### config.mk
export PLATFORM = sky130hd
export DESIGN_NAME = program_loader
export DESIGN_NICKNAME = d
export VERILOG_FILES = /design/src/rtl/loader_pkg.sv /design/src/rtl/run_timer.sv /design/src/rtl/program_loader.sv
export SDC_FILE = /design/constraint.sdc
export NUM_CORES = 1
export LEC_CHECK = 0
export CAP_MARGIN = 20
export CORE_UTILIZATION = 49
export DETAILED_ROUTE_END_ITERATION = 12
export PLACE_DENSITY_LB_ADDON = 0.12
export SETUP_SLACK_MARGIN = 0.4
export SLEW_MARGIN = 40
export SYNTH_ARGS = -nofsm -noshare
export SYNTH_HDL_FRONTEND = slang
export SYNTH_SLANG_ARGS = --single-unit
### constraint.sdc
create_clock -name clk_i -period 2.75 [get_ports clk_i]
set_input_delay 0.4125 -clock clk_i [delete_from_list [all_inputs] [get_ports clk_i]]
set_output_delay 0.4125 -clock clk_i [all_outputs]
set_load 0.02 [all_outputs]
### src/rtl/loader_pkg.sv
// -----------------------------------------------------------------------------
// loader_pkg
// Shared definitions for the host-side program loader: FSM state encoding,
// abort codes, and the instruction-memory geometry defaults that the
// instruction memory also uses.
// -----------------------------------------------------------------------------
package loader_pkg;

   localparam int unsigned IMEM_DEPTH = 1024;
   localparam int unsigned INSTR_W    = 9;

   typedef enum logic [2:0] {
      ST_IDLE  = 3'd0,
      ST_LOAD  = 3'd1,
      ST_ARM   = 3'd2,
      ST_START = 3'd3,
      ST_RUN   = 3'd4,
      ST_DONE  = 3'd5,
      ST_ERR   = 3'd6
   } loader_state_t;

   typedef enum logic [1:0] {
      ERR_NONE    = 2'b00,
      ERR_OVF     = 2'b01,
      ERR_TIMEOUT = 2'b10
   } loader_err_t;

   // The CPU is released only while starting, running, or parked in DONE so
   // that its final state stays observable.
   function automatic logic cpu_reset_for(input loader_state_t s);
      return !((s == ST_START) || (s == ST_RUN) || (s == ST_DONE));
   endfunction

   function automatic logic busy_for(input loader_state_t s);
      return (s == ST_LOAD) || (s == ST_ARM) || (s == ST_START) || (s == ST_RUN);
   endfunction

endpackage

### src/rtl/run_timer.sv
// -----------------------------------------------------------------------------
// run_timer
// 32-bit run-cycle counter with synchronous clear and count enable.
//   clk_i, reset_n_i : clock, synchronous active-low reset
//   clear_i          : zero the count (takes priority over enable)
//   enable_i         : count one cycle
//   count_o          : current count
//   timeout_o        : high when the next enabled cycle brings the count to LIMIT
// -----------------------------------------------------------------------------
module run_timer #(
   parameter logic [31:0] LIMIT = 32'd1_000_000
) (
   input  logic        clk_i,
   input  logic        reset_n_i,
   input  logic        clear_i,
   input  logic        enable_i,
   output logic [31:0] count_o,
   output logic        timeout_o
);

   logic [31:0] count_q;

   // Cycle counter; the saturation guard only matters if LIMIT were 2^32-1.
   always_ff @(posedge clk_i) begin
      if (!reset_n_i) begin
         count_q <= 32'd0;
      end else if (clear_i) begin
         count_q <= 32'd0;
      end else if (enable_i && (count_q != 32'hFFFF_FFFF)) begin
         count_q <= count_q + 32'd1;
      end else begin
         count_q <= count_q;
      end
   end

   // Flagged one cycle early so the FSM leaves RUN on the edge that makes
   // the count equal LIMIT.
   assign timeout_o = (count_q >= (LIMIT - 32'd1));
   assign count_o   = count_q;

endmodule

### src/rtl/program_loader.sv
// -----------------------------------------------------------------------------
// program_loader
// Streams instructions from the host into instruction memory, then holds the
// CPU in reset, pulses start and times the run until done or timeout.
//   load_req_i                       : begin a load (IDLE/DONE/ERR only)
//   in_valid_i/in_ready_o/in_data_i/in_last_i : host word stream
//   imem_we_o/imem_addr_o/imem_wdata_o: registered memory write port
//   cpu_reset_o/cpu_start_o/cpu_done_i: CPU run control
//   busy_o/run_done_o/error_o/err_code_o : status levels
//   words_loaded_o, cycle_count_o    : last load size and last run length
// -----------------------------------------------------------------------------
module program_loader #(
   parameter int unsigned IMEM_DEPTH = loader_pkg::IMEM_DEPTH,
   parameter int unsigned INSTR_W    = loader_pkg::INSTR_W,
   parameter logic [31:0] TIMEOUT    = 32'd1_000_000
) (
   input  logic                          clk_i,
   input  logic                          reset_n_i,
   input  logic                          load_req_i,
   input  logic                          in_valid_i,
   output logic                          in_ready_o,
   input  logic [INSTR_W-1:0]            in_data_i,
   input  logic                          in_last_i,
   output logic                          imem_we_o,
   output logic [$clog2(IMEM_DEPTH)-1:0] imem_addr_o,
   output logic [INSTR_W-1:0]            imem_wdata_o,
   output logic                          cpu_reset_o,
   output logic                          cpu_start_o,
   input  logic                          cpu_done_i,
   output logic                          busy_o,
   output logic                          run_done_o,
   output logic                          error_o,
   output logic [1:0]                    err_code_o,
   output logic [$clog2(IMEM_DEPTH):0]   words_loaded_o,
   output logic [31:0]                   cycle_count_o
);

   import loader_pkg::*;

   localparam int unsigned AW      = $clog2(IMEM_DEPTH);
   localparam logic [AW:0] FULL_W  = (AW+1)'(IMEM_DEPTH);
   localparam logic [AW:0] LAST_W  = (AW+1)'(IMEM_DEPTH - 1);
   localparam logic [AW:0] ONE_W   = (AW+1)'(1);

   loader_state_t      state_q, state_d;
   loader_err_t        err_q;
   logic               arm_cnt_q;
   logic [AW:0]        words_q;
   logic               we_q;
   logic [AW-1:0]      addr_q;
   logic [INSTR_W-1:0] wdata_q;
   logic               in_ready_q, cpu_reset_q, cpu_start_q;
   logic               busy_q, run_done_q, error_q;

   logic               hs_s, load_go_s, tmr_en_s, tmr_timeout_s;
   logic [31:0]        tmr_count_s;

   // in_ready_q is high exactly in LOAD, so a handshake implies LOAD.
   assign hs_s      = in_valid_i && in_ready_q;
   assign load_go_s = load_req_i && ((state_q == ST_IDLE) || (state_q == ST_DONE) ||
                                     (state_q == ST_ERR));
   assign tmr_en_s  = (state_q == ST_RUN);

   run_timer #(.LIMIT(TIMEOUT)) u_run_timer (
      .clk_i     (clk_i),
      .reset_n_i (reset_n_i),
      .clear_i   (load_go_s),
      .enable_i  (tmr_en_s),
      .count_o   (tmr_count_s),
      .timeout_o (tmr_timeout_s)
   );

   // Next-state decode; done beats timeout in RUN, last beats overflow in LOAD.
   always_comb begin
      state_d = state_q;
      case (state_q)
         ST_IDLE, ST_DONE, ST_ERR: begin
            if (load_go_s) state_d = ST_LOAD;
            else           state_d = state_q;
         end
         ST_LOAD: begin
            if (hs_s && in_last_i)                    state_d = ST_ARM;
            else if (hs_s && (words_q == LAST_W))     state_d = ST_ERR;
            else                                      state_d = ST_LOAD;
         end
         ST_ARM: begin
            if (arm_cnt_q) state_d = ST_START;
            else           state_d = ST_ARM;
         end
         ST_START: state_d = ST_RUN;
         ST_RUN: begin
            if (cpu_done_i)         state_d = ST_DONE;
            else if (tmr_timeout_s) state_d = ST_ERR;
            else                    state_d = ST_RUN;
         end
         default: state_d = ST_IDLE;
      endcase
   end

   // FSM state, write register, word counter and registered status outputs.
   always_ff @(posedge clk_i) begin
      if (!reset_n_i) begin
         state_q     <= ST_IDLE;
         err_q       <= ERR_NONE;
         arm_cnt_q   <= 1'b0;
         words_q     <= '0;
         we_q        <= 1'b0;
         addr_q      <= '0;
         wdata_q     <= '0;
         in_ready_q  <= 1'b0;
         cpu_reset_q <= 1'b1;
         cpu_start_q <= 1'b0;
         busy_q      <= 1'b0;
         run_done_q  <= 1'b0;
         error_q     <= 1'b0;
      end else begin
         state_q   <= state_d;
         // Two ARM cycles: the counter toggles once, then START is taken.
         arm_cnt_q <= (state_q == ST_ARM) ? ~arm_cnt_q : 1'b0;

         we_q <= hs_s;
         if (hs_s) begin
            addr_q  <= words_q[AW-1:0];
            wdata_q <= in_data_i;
         end else begin
            addr_q  <= addr_q;
            wdata_q <= wdata_q;
         end

         if (load_go_s)                     words_q <= '0;
         else if (hs_s && words_q != FULL_W) words_q <= words_q + ONE_W;
         else                               words_q <= words_q;

         if (load_go_s)                                       err_q <= ERR_NONE;
         else if ((state_q == ST_LOAD) && (state_d == ST_ERR)) err_q <= ERR_OVF;
         else if ((state_q == ST_RUN) && (state_d == ST_ERR))  err_q <= ERR_TIMEOUT;
         else                                                 err_q <= err_q;

         in_ready_q  <= (state_d == ST_LOAD);
         cpu_reset_q <= cpu_reset_for(state_d);
         cpu_start_q <= (state_d == ST_START);
         busy_q      <= busy_for(state_d);
         run_done_q  <= (state_d == ST_DONE);
         error_q     <= (state_d == ST_ERR);
      end
   end

   assign in_ready_o     = in_ready_q;
   assign imem_we_o      = we_q;
   assign imem_addr_o    = addr_q;
   assign imem_wdata_o   = wdata_q;
   assign cpu_reset_o    = cpu_reset_q;
   assign cpu_start_o    = cpu_start_q;
   assign busy_o         = busy_q;
   assign run_done_o     = run_done_q;
   assign error_o        = error_q;
   assign err_code_o     = err_q;
   assign words_loaded_o = words_q;
   assign cycle_count_o  = tmr_count_s;

endmodule

Yosys cells after proc, flatten, opt, wreduce, memory -nomap -nowiden
Index checks and enable logic that the tools add are counted.

storage, ports and cells
  logic and storage cells = 66
  bits of input ports = 15
  flip-flop bits (word level) = 75
  RAM bits = 0
  output and inout bits = 71
  ROM bits = 0
  bits in latches = 0
  memories kept = 0

cells by class
  $add $sub $neg = 2
  bitwise gates (word level) = 2
  multipliers = 0
  order comparisons = 1
  div/mod/pow operators = 0
  muxes and demuxes = 9
  equal/unequal tests = 15
  shifts and indexed selects = 0
  reduce and logical (&&, ||, !) cells = 22

operators with widths
  cell                   count
  $add 32x1->32 const B  1
  $ge 32x20->1 const B   1
  $ne 32x32->1 const B   1
  $eq 3x3->1 const B     6
  $pmux 3 s5             1
  $eq 3x2->1 const B     4
  $add 11x1->11 const B  1
  $eq 11x10->1 const B   1
  $ne 11x11->1 const B   1
  $mux 3                 3
  $logic_and 1x1->1      8
  $logic_or 1x1->1       7
  $eq 3x1->1 const B     2
  $reduce_or 3->1        2
  $mux 2                 2
  $logic_not 3->1        1
  $mux 1                 3
  $not 1->1              2
  $reduce_and 2->1       1
  $reduce_bool 2->1      1
  $reduce_or 2->1        1
  $logic_not 1->1        1

Depth between registers and ports, before layout
Gate-level depths: netlist (run 1).

  word-level depth = 10
  mapped depth = 7
  gate-level depth less buffers = 7

Cells and area by module
Synthesis (run 1) repeated with hierarchy kept, for this count alone.

unflattened totals
  cell total of the unflattened synthesis = 441
  area, all modules = 3618.5 sq um

by module, submodules not included
  module          area an instance (sq um)  cells each  instances  sequential area each (sq um)
  program_loader  1833.0                    215         1          860.8
  run_timer       1785.5                    226         1          640.6

Least setup slack after synthesis (run 1)
No wires, ideal clock.

  kind = flip-flop to flip-flop
  start = register u_run_timer.count_q[2] (netlist: u_run_timer.count_o[2])
  end = register u_run_timer.count_q[31] (netlist: u_run_timer.count_o[31])
  stages on the path, launching flop included = 6
  required time = 2.680 ns
  period minus slack after synthesis = 2.077 ns
  path buffers = 0
  arrival time = 2.006 ns
  path slack = 0.673 ns
  setup time = 0.070 ns
  cell sequence = dfxtp_1 nand4_1 or4_1 a2111o_1 or3_1 a21oi_1

between the ends
  cells in the longest elaborated chain, start to end = 2
  elaborated cells between the ends (all ways) = 3
  classes of those cells = add/sub (1); eq/ne (1); reduce/logical (1)

RTL lines
  element                                                                RTL line         text
  from (decl)                                                            run_timer.sv:21  logic [31:0] count_q;
  from (signal assigned)                                                 run_timer.sv:30  count_q <= count_q + 32'd1;
  from (signal assigned)                                                 run_timer.sv:32  count_q <= count_q;
  parallel branches: the longest is 2 deep, another holds $add 32x1->32  --

Several ways; the timed one is not identified.
A chain may end at the register's enable or synchronous reset.

Worst setup path after layout (run 1)
  start = register state_q[1]
  end = register u_run_timer.count_q[29] (netlist: u_run_timer.count_o[29])

between the ends
  cells in the longest elaborated chain, start to end = 5
  elaborated cells between the ends (all ways) = 9
  classes of those cells = eq/ne (3); reduce/logical (6)

RTL lines
  element                                               RTL line               text
  from (decl)                                           program_loader.sv:45   loader_state_t state_q, state_d;
  from (signal assigned)                                program_loader.sv:117  state_q <= state_d;
  $eq 3x3->1 / $logic_not 3->1 (equally long branches)  program_loader.sv:60   assign load_go_s = load_req_i && ((state_q == ST_IDLE) || (state_q == ST_DONE) ||
  $logic_or 1x1->1 (2 in series)                        program_loader.sv:60
  $logic_and 1x1->1                                     program_loader.sv:60
  $reduce_or 2->1 (no source line)                      --

Parallel ways exist; a longest one is shown, timed or not.

==> run_results.csv, run 1 <==
group,metric,value,unit
drt,wl_per_cell,14.2,um
drt,ant_nets,0,
die,ioPinCount,86,
yosys,ys_seq_elements,75,
yosys,yosysSeqAreaShare,43.3,%
clock_tree,cts_tree,"built",
power_and_ir_drop,clockPowerShare,42.8,%
global_route,grt_pass1_vias,2972,
clock_tree,clk_path_buf_depth,2,
die,initial_utilization,50.8,%
clock_tree,cts_buffers,9,
clock_tree,hold_buffers,0,
die,fp.dieH,86.1,um
yosys,synth_top_area_share,43.3,%
setup_path,crit_type,"flop to flop",
timing,clock_skew,0.0109,ns
finish,layout_common_cells,"clkdlybuf4s50_1, dfxtp_1, nand2_1",
finish,stdcell_area,4680,um2
min_path,min_path_type,"flop to flop",
drt,drc,0,
power_and_ir_drop,vdd_ir_drop_max,0.316,mV
clock_tree,htree_num_levels,3,
global_route,grt_pass1_wl,14100,um
drt,vias,3376,
drt,vias_per_cell,5.56,
global_route,grt_overflow,0,
clock_tree,clk_pin_slew_worst_paths,0.08,ns
clock_tree,insertion_delay,0.35,ns
die,die_x,86.1,um
setup_path,required,3.04,ns
timing,tns,0,ns
finish,nets,524,
yosys,synth_ff_type,"dfxtp_1",
finish,fillers,595,
placed_design,dp_hpwl,6080,um
setup_path,crit_path_end_kind,"flop",
power_and_ir_drop,combPwrFrac,6.4,%
global_route,antenna_found_initial,0,
drt,first_pass_iters,5,
die,die-area,7420,um2
setup_path,path_max_fanout,13,
die,core_area,6830,um2
yosys,synth_area_leaders,"dfxtp_1, nand2_1, a21oi_1",
timing,slew-limit-headroom,54.8,%
yosys,syn_avg_cell_area,8.27,um2
die,rows,30,
drt,drt_wl_total,8610,um
timing,setup_viol,0,
power_and_ir_drop,p_sw,511,uW
setup_path,cp.arrival,2.50,ns
timing,max_freq,0.453,GHz
clock_tree,cts-root-buf,"clkbuf_8",
drt,drt-initial-drc-count,211,
power_and_ir_drop,switching_share,23.3,%
setup_path,r2r_slack,0.54,ns
yosys,synth.largest_area_cell,"dfxtp_1",
timing,finalMaxSlewViolations,0,
finish,fin_util,68.4,%
placed_design,routabilityCongestion,0.876,
timing,final_hold_viol_count,0,
setup_path,startpoint_type,"flop",
power_and_ir_drop,leakage,0.00149,uW
yosys,synthCells,419,
power_and_ir_drop,p_total,2190,uW
placed_design,post_dp_cell_area,4430,um2
timing,fin_crit,2.21,ns
finish,layoutNonFillerInstCount,607,
placed_design,io_buffers,85,
yosys,ys_types,49,
setup_path,cpPeakStageDelay,0.48,ns
yosys,syn-num-nets,437,
setup_path,critical_path.slowest_cell,"or3b_4",
status,status,"complete, no violations",
clock_tree,clock_sinks,75,
power_and_ir_drop,p_per_area,468,nW/um2
timing,period_share,80.3,%
timing,tightest_slew,0.673,ns
power_and_ir_drop,internal_power,1680,uW
finish,layout_commonest_cell,"clkdlybuf4s50_1",
yosys,async_flop_share,0,%
flow_run,drv_cap,0,
finish,layout-drive-gt1-share,7.44,%
yosys,synth_edf_count,0,
finish,area_growth_syn_to_layout,34.9,%
global_route,grt_util_all_layers,23.9,%
setup_path,crit_chain,"or3b_4 > or4_1 > a2111o_1 > or3_1 > a21oi_1",
yosys,synth_area,3470,um2
power_and_ir_drop,seqPwrFrac,50.8,%
timing,rsz0062_at_grt,"true",
global_route,grt_max_degree,26,
placed_design,placed_cells,590,
finish,insertedDiodeCount,0,
yosys,ys_warn_count,0,
==> state kept, by name, indices dropped and copies added (netlist names), 2 cells and up <==
register / count
u_run_timer.count_o: 32
words_loaded_o: 11
imem_addr_o: 10
imem_wdata_o: 9
state_q: 3
err_code_o: 2
==> metal layers <==
metal  track usage (%)  part of all wire (%)  up-vias
met5                 0                     0        -
met4              12.9                   1.8        0
met3              6.26                   6.2       13
met2              34.1                    45      105
met1              32.7                    47     1570
li1                  -                     -     1688
==> Yosys cell counts (3+ instances only) <==
cell type and n:
o31ai_1 10, and4_1 5, inv_1 13, nand4_1 14, nor3_1 5, xor2_1 5, nand3_1 15, a21boi_0 19
o21ai_0 24, nor2_1 20, nand2_1 63, and2_1 8, nor4_1 6, or4_1 9, buf_2 3, or3_1 25
clkbuf_1 13, xnor2_1 7, and3_1 5, a21oi_1 41, dfxtp_1 75, nand2b_1 3, ha_1 3
==> metrics by stage <==
step	hold WS [ns]	setup WS, ns
after floorplan	0.392	0.673
after global placement	0.409	0.324
after detailed placement	0.412	0.249
after CTS	0.427	0.474
after global routing	0.439	0.392
final	0.426	0.542
==> path summary, 6_finish.rpt <==
check,from,end,depth (start not counted)
setup / recovery,state_q[1],u_run_timer.count_o[29],5
hold / removal,arm_cnt_q,arm_cnt_q,1
setup reg to reg,state_q[1],u_run_timer.count_o[29],5
hold reg to reg,arm_cnt_q,arm_cnt_q,1
==> layout make-up <==
class / instances / area [um2] / area share, %
flip-flops and latches: 75 / 1500 / 32.1
clock buffers: 10 / 128 / 2.73
clock inverters: 6 / 88.8 / 1.90
repair buffers: 94 / 931 / 19.9
multi-input cells: 313 / 1860 / 39.7
inverters: 13 / 48.8 / 1.04
well taps: 96 / 120 / 2.57
==> worst max-delay path, delay by kind of cell, from the launching register on <==
kind	cells	cell delay, ns
flops	1	0.44
simple gates	3	1.22
compound gates	2	0.50
==> power groups by stage <==
stage | logic, uW | registers [uW] | clock network, uW
finish | 141 | 1110 | 936
global route | 154 | 1110 | 999
CTS | 142 | 1110 | 955
detailed placement | 141 | 1140 | 0
global placement | 139 | 1140 | 0
floorplan | 67.3 | 1140 | 0
==> logic make-up (layout without fill, tap and decap cells) <==
kind of cell,Yosys count,count (layout),share of synthesized area [%]
adders and majority gates,4,4,1.37
buffers and inverters,31,123,3.57
and+or+nand+nor,190,190,29.5
AOI/OAI and AO/OA,104,104,18.3
xor gates and xnor gates,12,12,3.03
muxes,3,3,0.938
DFF,75,75,43.3
==> timing repair <==
action,in CTS,in global routing
setup buffers,0,1
setup endpoints to repair,0,21
gates resized for setup,0,3
Power figures use the tool's default switching activity.
==> run 2: changes to the inputs <==
- clock period: 2.75 -> 2.25 ns (I/O delays scaled with it)
==> run_results.csv, run 2 (same netlist as run 1, synthesis figures left out) <==
group,metric,value,unit
placed_design,dp_hpwl,6160,um
setup_path,cp-startpoint,"state_q[1]",
clock_tree,clk_pin_slew_worst_paths,0.08,ns
clock_tree,clock_sinks,75,
timing,slew-limit-headroom,64.6,%
finish,layout-drive-gt1-share,21.3,%
drt,drt_wl_total,9560,um
timing,final_hold_viol_count,0,
timing,clock_skew,0.00528,ns
die,die-area,7420,um2
die,initial_utilization,50.8,%
drt,ant_nets,0,
setup_path,critical_path.slowest_cell,"or3b_4",
global_route,grt_pass1_wl,15100,um
global_route,grt_max_degree,24,
die,fp.dieH,86.1,um
finish,layout_commonest_cell,"clkdlybuf4s50_1",
timing,fin_crit,2.04,ns
drt,wl_per_cell,15.0,um
die,ioPinCount,86,
finish,fin_util,74.7,%
power_and_ir_drop,p_total,2710,uW
finish,area_growth_syn_to_layout,47.2,%
finish,layout_common_cells,"clkdlybuf4s50_1, nand2_1, dfxtp_1",
drt,drc,0,
drt,vias_per_cell,5.65,
clock_tree,htree_num_levels,3,
finish,nets,553,
clock_tree,cts_buffers,9,
setup_path,startpoint_type,"flop",
placed_design,routabilityCongestion,0.804,
setup_path,r2r_slack,0.21,ns
power_and_ir_drop,p_per_area,530,nW/um2
clock_tree,clk_path_buf_depth,2,
clock_tree,cts-root-buf,"clkbuf_8",
status,status,"complete, no violations",
timing,tns,0,ns
setup_path,required,2.53,ns
die,rows,30,
setup_path,cp.arrival,2.32,ns
setup_path,r2r_start,"state_q[1]",
timing,max_freq,0.491,GHz
min_path,hp-start,"arm_cnt_q",
timing,period_share,90.6,%
clock_tree,cts_tree,"built",
setup_path,path_max_fanout,5,
timing,tightest_slew,0.526,ns
global_route,grt_pass1_vias,3099,
global_route,grt_util_all_layers,25.6,%
global_route,grt_overflow,0,
setup_path,crit_type,"flop to flop",
finish,insertedDiodeCount,0,
clock_tree,hold_buffers,0,
finish,fillers,520,
finish,largest_reg_flops,32,
die,die_x,86.1,um
timing,finalMaxSlewViolations,0,
flow_run,drv_cap,0,
setup_path,crit_chain,"or3b_4 > or4_4 > a2111o_1 > or3_1 > a21oi_1",
clock_tree,insertion_delay,0.35,ns
placed_design,io_buffers,85,
power_and_ir_drop,vdd_ir_drop_max,0.381,mV
setup_path,crit_path_end_kind,"flop",
die,core_area,6830,um2
min_path,min_path_type,"flop to flop",
timing,rsz0062_at_grt,"true",
setup_path,cpPeakStageDelay,0.43,ns
timing,setup_viol,0,
drt,drt-initial-drc-count,231,
drt,vias,3593,
drt,first_pass_iters,5,
power_and_ir_drop,leakage,0.00177,uW
global_route,antenna_found_initial,0,
==> run 2: cell count changes in the layout (fill, tap and decap cells not counted), moves of 3 or more <==
cell             delta
clkdlybuf4s50_1     -3
dfxtp_1            -32
dlymetal6s2s_1      +3
dfxtp_2            +20
dfxtp_4            +12
buf_6               +4
buf_4              +24
==> run 2: through the flow <==
stage          std cells  setup WS (ns)  area (um2)  hold WS [ns]
2_1_floorplan        419          0.323        3540         0.392
3_3_place_gp         601         0.0223        4590         0.412
3_5_place_dp         601        -0.0435        4590         0.412
4_1_cts              632          0.212        5020         0.432
5_1_grt              636          0.122        5100         0.441
6_report             636          0.212        5100         0.442
==> run 2: final cells by class <==
| cell class | count | area (um2) | share of cell area (%) |
|---|---|---|---|
| Sequential cell | 75 | 1570 | 30.8 |
| Clock buffer | 11 | 141 | 2.77 |
| Timing Repair Buffer | 123 | 1150 | 22.6 |
| Multi-Input combinational cell | 313 | 1990 | 38.9 |
| Clock inverter | 5 | 81.3 | 1.59 |
| Tap cell | 96 | 120 | 2.35 |
| Inverter | 13 | 48.8 | 0.956 |
==> run 2: layer usage <==
layer  part of all wire [%]  vias up  global-route usage, %
met4                    1.3        0                   10.9
met1                     47     1733                   36.3
met2                     47       97                   38.4
li1                       -     1752                      -
met3                    4.5       11                   4.04
met5                      0        -                      0
==> run 2: critical path, delay by kind of cell (launching register included) <==
kind	cells	cell delay [ns]
AND/OR/NAND/NOR	3	1.17
AO/OA/AOI/OAI	2	0.48
flip-flops	1	0.33
==> run 2: worst paths after layout <==
kind	end	depth (start not counted)
min	arm_cnt_q	1
min reg2reg	arm_cnt_q	1
max reg2reg	u_run_timer.count_o[27]	5
max	u_run_timer.count_o[27]	5
==> run 2: where the power goes <==
part	switching (uW)	internal (uW)	leakage [uW]
clock	514	661	0.000115
combinational	104	89.1	0.00103
sequential	11.1	1330	0.000626
==> run 2: repair_timing <==
action                     4_1_cts  5_1_grt
resized for setup               30       26
pin swaps                        9        8
setup buffers                   14        1
cloned                           1        3
setup endpoints to repair       23       46
==> edit, RTL diff (flow settings as in run 1) <==
Reset style: asynchronous (`reset_n_i`), changed in 2 clocked blocks. Comments in the files are not updated.
--- a/src/rtl/run_timer.sv
+++ b/src/rtl/run_timer.sv
@@ -22,5 +22,5 @@
 
    // Cycle counter; the saturation guard only matters if LIMIT were 2^32-1.
-   always_ff @(posedge clk_i) begin
+   always_ff @(posedge clk_i or negedge reset_n_i) begin
       if (!reset_n_i) begin
          count_q <= 32'd0;
--- a/src/rtl/program_loader.sv
+++ b/src/rtl/program_loader.sv
@@ -99,5 +99,5 @@
 
    // FSM state, write register, word counter and registered status outputs.
-   always_ff @(posedge clk_i) begin
+   always_ff @(posedge clk_i or negedge reset_n_i) begin
       if (!reset_n_i) begin
          state_q     <= ST_IDLE;
Check against the original RTL: differs if reset_n_i is asserted again (counterexample within 4 cycles, from zero or initial values and one cycle with reset_n_i low); with reset_n_i held inactive, the same outputs for 10 cycles.
==> edit against run 1 <==
First-iteration DRC count fell by 21%; wire length fell by 0.82%; sequential cell count did not move; setup slack got worse by 0.0088 ns; die area rose by 8.9%; critical path depth rose by 3; design area rose by 6.6%; fmax fell by 0.40%; synthesized area rose by 9.1%.
Power is not compared: it rests on default switching activity, and its combinational part moved more than twofold at a synthesized area within 25%.
==> edit: results (changes against run 1) <==
Logic synthesis
  – Xor/xnor share of the synthesized area: 8.80% (+5.8 points)
  – Compound-gate portion of the synthesized area: 6.09% (-12 points)
  – Asr flop ratio synth: 100% (+100 points)
  – Number of synthesized flops with an enable pin: 0 (unchanged)
  – Post-synthesis mux area share: 0.827% (-0.11 points)
  – Synth top cells by count: dfrtp_1, nand2_1, nor2_1, xnor2_1, nor3_1
  – Synth area leaders: dfrtp_1, xnor2_1, nand2_1
  – Sequential area share after synthesis: 49.7% (+6.4 points)
  – Post-synth cell types: 57 (+16%)
  – Synth Area in Adders: 0.993% (-0.38 points)
  – Synthesized netlist net count: 416 (-4.8%)

Drt
  – Drt wl/cell: 14.5 um (+2.2%)
  – Initial detailed-routing violation count: 167 (-21%)
  – Drt pass-1 iters: 6 (+1)
  – DR vias/cell: 5.40 (-2.8%)

Clock network
  – Max clock buf depth: 2 (unchanged)
  – Root Driver: clkbuf_8
  – Clk_lat worst skew: 0.33 ns (-0.02 ns)
  – Clk slew on worst S/H paths: 0.08 ns (about the same)

Setup path
  – Maximum fanout along the worst path: 5 (-8)
  – WP data arrival: 2.46 ns (-0.04 ns)
  – Flop2flop setup slack: 0.53 ns

Layout
  – Layout cells sized above 1: 10.0% (+2.6 points)
  – Nets: 504 (-3.8%)
  – # fillers: 612 (+2.9%)

STA
  – Final setup skew: 0.0123 ns (+0.00140 ns)
  – Worst-margin pin slew: 0.678 ns (+0.00578 ns)

GRT
  – Gr usage total: 22.3% (-1.5 points)
  – First-pass GRT wire length: 14.6 mm (+3.6%)
  – Vias in the first global route: 2986 (+0.47%)
  – Largest net degree at the start of global routing: 76 (+190%)

Placement
  – GP Congestion: 0.834 (-4.8%)
  – Final HPWL from detailed placement: 5.97 mm (-1.8%)
  – DP Area: 0.00473 mm2 (+6.8%)

Run status
  – Status: finished clean

Min path
  – Hold WC Path Type: in2async
edit: layout make-up:
class,instances,area (um2),share of cell area [%]
clock buffers,11,151,3.04
flip-flops and latches,75,1880,37.7
multi-input cells,295,1770,35.5
clock inverters,4,97.6,1.96
inverters,10,37.5,0.753
well taps,99,124,2.48
repair buffers,95,927,18.6
edit: per-stage QoR:
step           hold WS [ns]  worst slack [ns]  std cells
2_1_floorplan         0.117             0.577        398
3_3_place_gp          0.437             0.380        574
3_5_place_dp          0.449             0.351        574
4_1_cts               0.117             0.523        589
5_1_grt               0.146             0.363        589
6_report             0.0779             0.533        589
edit: path summary, 6_finish.rpt:
| kind | to | startpoint | cells past startpoint |
|---|---|---|---|
| worst max-delay path | busy_o | words_loaded_o[0] | 8 |
| min in group clk_i | arm_cnt_q | arm_cnt_q | 1 |
| worst max register to register | busy_o | words_loaded_o[0] | 8 |
| worst min-delay path | imem_wdata_o[8] | reset_n_i | 1 |
| worst min register to register | arm_cnt_q | arm_cnt_q | 1 |
| max in group asynchronous | u_run_timer.count_o[0] | reset_n_i | 1 |
edit: worst max-delay path: stages, from the launching register on:
cell and delay [ns]:
dfrtp_1 0.43, ha_1 0.23, nand3_2 0.10, or4_4 0.55, nor2b_4 0.15, nor3_4 0.24, inv_2 0.08, nor3_2 0.20
xnor2_1 0.14
edit: logic make-up after synthesis:
kind of cell | count (synthesis)
and+or+nand+nor | 219
DFF | 75
xor gates and xnor gates | 38
AOI/OAI and AO/OA | 32
buffers and inverters | 28
muxes | 3
adders and majority gates | 3
edit: metal layers:
layer  wire length [um]  GRT usage [%]  share of wire [%]  vias to the layer above
met2               4100           35.6                 48                       88
met5                  0              0                  0                        -
met3                313           2.79                3.7                        6
met1               4050           31.7                 47                     1562
li1                   -              -                  -                     1527
met4                 72           7.24               0.84                        0
edit: power by group:
group	total, mW	switching, mW	internal (mW)
clock	1.04	0.388	0.648
sequential	1.37	0.106	1.26
combinational	1.22	0.705	0.511
edit: what timing repair did:
action | in CTS | in global routing
setup endpoints to repair | 0 | 7
endpoints found under the hold margin | 0 | 0
resized for setup | 0 | 2
hold buffers | 0 | 0
